`src/rtl/alu_ab_datapath.sv`:
```
// rtl/alu_ab_datapath.sv - SAP-style A/B accumulator datapath with a registered ALU
// Optional rotate-through-carry of A and B is enabled by defining AB_ROTATE_EN.
module alu_ab_datapath #(
  parameter int W = 4
) (
  input  logic         clk,
  input  logic         reset,
  input  logic [3:0]   opcode,
  input  logic [W-1:0] ram_to_a,
  input  logic [W-1:0] ram_to_b,
  input  logic [W-1:0] tmp_to_b,
  input  logic [W-1:0] tmp_to_alu,
  input  logic         carry_in,
  input  logic         la_ram,
  input  logic         la_b,
  input  logic         la_alu,
  input  logic         lb_tmp,
  input  logic         lb_alu,
  input  logic         lb_pop,
  input  logic         lb_carry,
  input  logic         ea_tmp,
  input  logic         ea_ram,
  input  logic         ea_out,
  input  logic         eb_a,
  input  logic         eb_push,
  input  logic         eu,
  input  logic         ercl,
  input  logic         ea_carry,
  output logic [W-1:0] a_to_alu,
  output logic [W-1:0] b_to_alu,
  output logic [W-1:0] a_to_tmp,
  output logic [W-1:0] a_to_ram,
  output logic [W-1:0] a_to_out,
  output logic [W-1:0] b_to_a,
  output logic [W-1:0] b_to_ram,
  output logic         zero,
  output logic         carry,
  output logic         carry_from_a,
  output logic         carry_from_b
);

  logic [W-1:0] a_reg;
  logic [W-1:0] b_reg;
  logic [W-1:0] alu_res;
  logic [W:0]   alu_sum;
  logic         alu_valid;

  assign a_to_alu = a_reg;
  assign b_to_alu = b_reg;
  assign a_to_tmp = ea_tmp  ? a_reg : '0;
  assign a_to_ram = ea_ram  ? a_reg : '0;
  assign a_to_out = ea_out  ? a_reg : '0;
  assign b_to_a   = eb_a    ? b_reg : '0;
  assign b_to_ram = eb_push ? b_reg : '0;

  // Logic ops leave bit W clear, so carry falls out of the same sum vector.
  always_comb begin
    alu_sum   = '0;
    alu_valid = 1'b1;
    case (opcode)
      4'b0001: alu_sum = {1'b0, a_reg} + {1'b0, b_reg};
      4'b0010: alu_sum = {1'b0, a_reg} - {1'b0, b_reg};
      4'b0100: alu_sum = {1'b0, a_reg & b_reg};
      4'b0101: alu_sum = {1'b0, a_reg | b_reg};
      4'b0110: alu_sum = {1'b0, a_reg ^ b_reg};
      4'b1000: alu_sum = {1'b0, b_reg} + {1'b0, tmp_to_alu};
      4'b1001: alu_sum = {1'b0, b_reg | tmp_to_alu};
      4'b1010: alu_sum = {1'b0, b_reg & tmp_to_alu};
      default: alu_valid = 1'b0;
    endcase
  end

  always_ff @(posedge clk or posedge reset) begin
    if (reset) begin
      alu_res <= '0;
      zero    <= 1'b0;
      carry   <= 1'b0;
    end else if (eu && alu_valid) begin
      alu_res <= alu_sum[W-1:0];
      zero    <= (alu_sum[W-1:0] == '0);
      carry   <= alu_sum[W];
    end
  end

  // Both registers sample each other's pre-edge value, so la_b + lb_tmp swaps.
  always_ff @(posedge clk or posedge reset) begin
    if (reset) begin
      a_reg <= '0;
    end else if (la_ram) begin
      a_reg <= ram_to_a;
    end else if (la_b) begin
      a_reg <= b_reg;
    end else if (la_alu) begin
      a_reg <= alu_res;
`ifdef AB_ROTATE_EN
    end else if (ea_carry) begin
      a_reg <= {a_reg[W-2:0], carry_in};
`endif
    end
  end

  always_ff @(posedge clk or posedge reset) begin
    if (reset) begin
      b_reg <= '0;
    end else if (lb_tmp) begin
      b_reg <= tmp_to_b;
    end else if (lb_pop) begin
      b_reg <= ram_to_b;
    end else if (lb_alu) begin
      b_reg <= alu_res;
    end else if (lb_carry) begin
      b_reg <= {{(W-1){1'b0}}, carry_in};
`ifdef AB_ROTATE_EN
    end else if (ercl) begin
      b_reg <= {b_reg[W-2:0], carry_in};
`endif
    end
  end

`ifdef AB_ROTATE_EN
  // The shifted-out bit is only captured when the rotate actually wins priority.
  always_ff @(posedge clk or posedge reset) begin
    if (reset) begin
      carry_from_a <= 1'b0;
      carry_from_b <= 1'b0;
    end else begin
      if (!la_ram && !la_b && !la_alu && ea_carry)
        carry_from_a <= a_reg[W-1];
      if (!lb_tmp && !lb_pop && !lb_alu && !lb_carry && ercl)
        carry_from_b <= b_reg[W-1];
    end
  end
`else
  logic unused_rotate;
  assign unused_rotate = ercl ^ ea_carry;
  assign carry_from_a  = 1'b0;
  assign carry_from_b  = 1'b0;
`endif

endmodule

```
`config.mk`:
```
export PLATFORM = sky130hd
export DESIGN_NAME = alu_ab_datapath
export DESIGN_NICKNAME = d
export VERILOG_FILES = /design/src/rtl/alu_ab_datapath.sv
export SDC_FILE = /design/constraint.sdc
export NUM_CORES = 1
export LEC_CHECK = 0
export BUFFER_PORTS_ARGS = -buffer_cell sky130_fd_sc_hd__buf_2
export CORE_MARGIN = 2
export CORE_UTILIZATION = 48
export DETAILED_ROUTE_END_ITERATION = 6
export GPL_ROUTABILITY_DRIVEN = 1
export PLACE_DENSITY = 0.81
export SYNTH_ARGS = -nofsm -noshare
export SYNTH_HDL_FRONTEND = slang
export SYNTH_SLANG_ARGS = --single-unit
```
`constraint.sdc`:
```
create_clock -name clk -period 2.8 [get_ports clk]
set_input_delay 0.42 -clock clk [delete_from_list [all_inputs] [get_ports clk]]
set_output_delay 0.42 -clock clk [all_outputs]
set_load 0.01 [all_outputs]
```
==> impl_metrics.yaml <==
sta:
  fin_skew_ps: 2.890
  fmax_mhz: 390.5
  rsz0062_at_grt: "false"
  worst_slew_pin_slew_ps: 736.7
  finalWorstPathRequiredPeriod_ps: 2561
  hold_violations: 0
  finalSetupTns_ps: 0
  report.final.slew_viol_count: 0
  fin_crit_sh_pct: 91.46
  finalSetupViolCount: 0
  slew_headroom_pct: 50.43
critical_path:
  regToRegSetupSlack_ps: 270
  r2r-start: "a_to_alu[0]"
  crit_path_frequent_cell: "mux2_4"
  worst_path_max_delay_cell: "fa_1"
  startpoint: "opcode[0]"
  crit_type: "in2reg"
  path_cells: "buf_2, nor2_4, and2_1, mux2_4, fa_1, mux2i_1, o221a_1, nor3_1, or3_4, mux2_4"
  cp.arrival_ps: 2730
  cpPeakStageDelay_ps: 480
  critPathRequiredTime_ps: 2970
  r2r_end: "alu_res[1]"
  crit_fanout: 4
  crit_path_end_kind: "flop"
  cp-endpoint: "alu_res[1]"
  start_kind: "input pin"
  path_depth: 10
  critPathTopFamily: "multiplexers"
  rr_worst_depth: 9
  cp_num_buf_inv: 1
place:
  gp_congestion: 0.9255
  dp_cells: 303
  io_buffers: 65
  dp_hpwl_um: 3486
  placed_area_um2: 2008
route:
  final_antenna_net_count: 0
  wl_per_cell_um: 14.23
  drt_iter0_drc: 87
  dr_total_vias: 1707
  drc_errors: 0
  drt_wl_total_um: 4354
  via_per_inst: 5.578
  firstDrtPassIters: 4
yosys:
  avgSynthCellArea_um2: 8.152
  synth-seq-cells: 14
  syn-instance-count: 196
  synth_edf_count: 0
  synthArstFlopShare_pct: 100.0
  syn_area_um2: 1598
  ys_seq_area_share_pct: 21.93
  synth.distinct_cells: 53
  yosysWarnings: 0
  synth-main-ff-cell: "dfrtp_1"
finish:
  final_area_um2: 2031
  syn_to_final_growth_pct: 27.09
  fin_util_pct: 65.44
  nNetsFinal: 312
  post_route_cells_drive_above_1_share_pct: 36.64
  n_antenna_cell: 0
  fillers: 305
  instances_no_fill: 306
flow_run:
  cap_violations: 0
global_routing:
  grt_first_pass_wirelength_um: 6962
  grt_start_max_net_pins: 18
  grt_pass1_vias: 1521
  grt_antenna_before_repair: 0
  grt_util_all_layers_pct: 24.71
  gr-total-overflow: 0
floorplan:
  core_area_um2: 3103
  chipHeight_um: 61.70
  io_pins: 70
  num_rows: 20
  die_width_um: 61.70
  design.die.area_um2: 3806
  start_util_pct: 51.49
clocking:
  max-clock-path-buffers: 2
  cts_resized: 0
  cts_sinks: 14
  hold_buffers: 0
  postCtsSetupRepairBufs: 0
  cts_root_buf: "clkbuf_4"
  cts_buffers: 3
  clk_pin_slew_worst_paths_ps: 80
  tritoncts: "done"
  htreeDepth: 1
  clk_latency_ps: 280
worst_hold_path:
  hold_path.class: "in2async"
power:
  p_leak_uw: 0.001028
  power_density_nw_per_um2: 385.2
  vdd_drop_max_mv: 0.2243
  fin_total_pwr_uw: 782.3
run_status:
  status: "finished, final reports clean"
placed cells by master, fill, tap and decap left out, drive strengths merged, types with 2 or more instances in the layout:
cell type,n
nor2b,6
a221o,2
ha,8
nand2b,2
o21ai,14
inv,10
a21o,2
a21oi,15
nor2,12
nor4bb,2
or3,2
dfrtp,14
clkbuf,3
buf,75
a2bb2oi,3
xnor2,3
mux2i,7
nor3,4
nand3,2
nand2,19
and2,21
fa,2
a22oi,3
o22ai,2
conb,2
mux2,8
flip-flops by register name (all words and copies together), names as in the netlist:
name and count:
carry 1, zero 1, a_to_alu 4, b_to_alu 4, alu_res 4
layer usage:
layer	vias up	routed length (um)	GRT usage, %
li1	832	-	-
met2	59	2095	40.75
met3	9	198	2.484
met4	0	100	10.03
met5	-	0	0
met1	807	1959	33.25
synth_stat cells, types with 5 or more instances:
| master | number | area, um^2 |
|---|---|---|
| ha_1 | 8 | 100.1 |
| nand2_1 | 19 | 71.32 |
| clkbuf_1 | 5 | 18.77 |
| nor2b_1 | 5 | 31.28 |
| and2_1 | 21 | 131.4 |
| inv_1 | 10 | 37.54 |
| nor2_1 | 12 | 45.04 |
| mux2i_1 | 7 | 70.07 |
| mux2_2 | 7 | 78.83 |
| a21oi_1 | 14 | 70.07 |
| o21ai_0 | 10 | 50.05 |
| dfrtp_1 | 14 | 350.3 |
per-stage QoR:
| step | hold slack (ps) | setup slack, ps |
|---|---|---|
| 5_1_grt | 211.8 | 112.5 |
| 6_report | 158.4 | 239.1 |
| 3_3_place_gp | 468.4 | -10.27 |
| 3_5_place_dp | 471.2 | -31.13 |
| 2_1_floorplan | 309.2 | -12.10 |
| 4_1_cts | 173.9 | 251.2 |
kinds of logic after synthesis:
family	Yosys count	synth area share [%]
AND/OR/NAND/NOR	75	25.92
multiplexers	15	10.02
AO/OA/AOI/OAI	53	23.26
adder cells (fa/ha/maj)	11	9.476
buffers and inverters	23	6.970
other	1	0.2347
XOR/XNOR	4	2.193
flip-flops	14	21.93
layout make-up:
class	count	area, um^2	share of cell area [%]
clock buffer	3	22.52	1.109
inverter	10	37.54	1.848
multi-input combinational	160	1165	57.36
sequential	14	350.3	17.25
tap	44	55.05	2.711
timing repair buffer	75	400.4	19.72
power by group:
part / internal (uW) / total, uW / switching, uW
sequential: 233 / 278 / 45.7
clock: 49.9 / 114 / 63.9
combinational: 192 / 390 / 198
total: 475 / 782 / 307
worst min path at each step:
stage / to / slack [ps] / from
after CTS: b_to_alu[2] / 170 / reset
after detailed placement: zero / 470 / zero
after global routing: b_to_alu[2] / 210 / reset
after global placement: zero / 470 / zero
final: b_to_alu[2] / 160 / reset
after floorplan: a_to_alu[0] / 310 / reset
(Power assumes the default switching activity.)
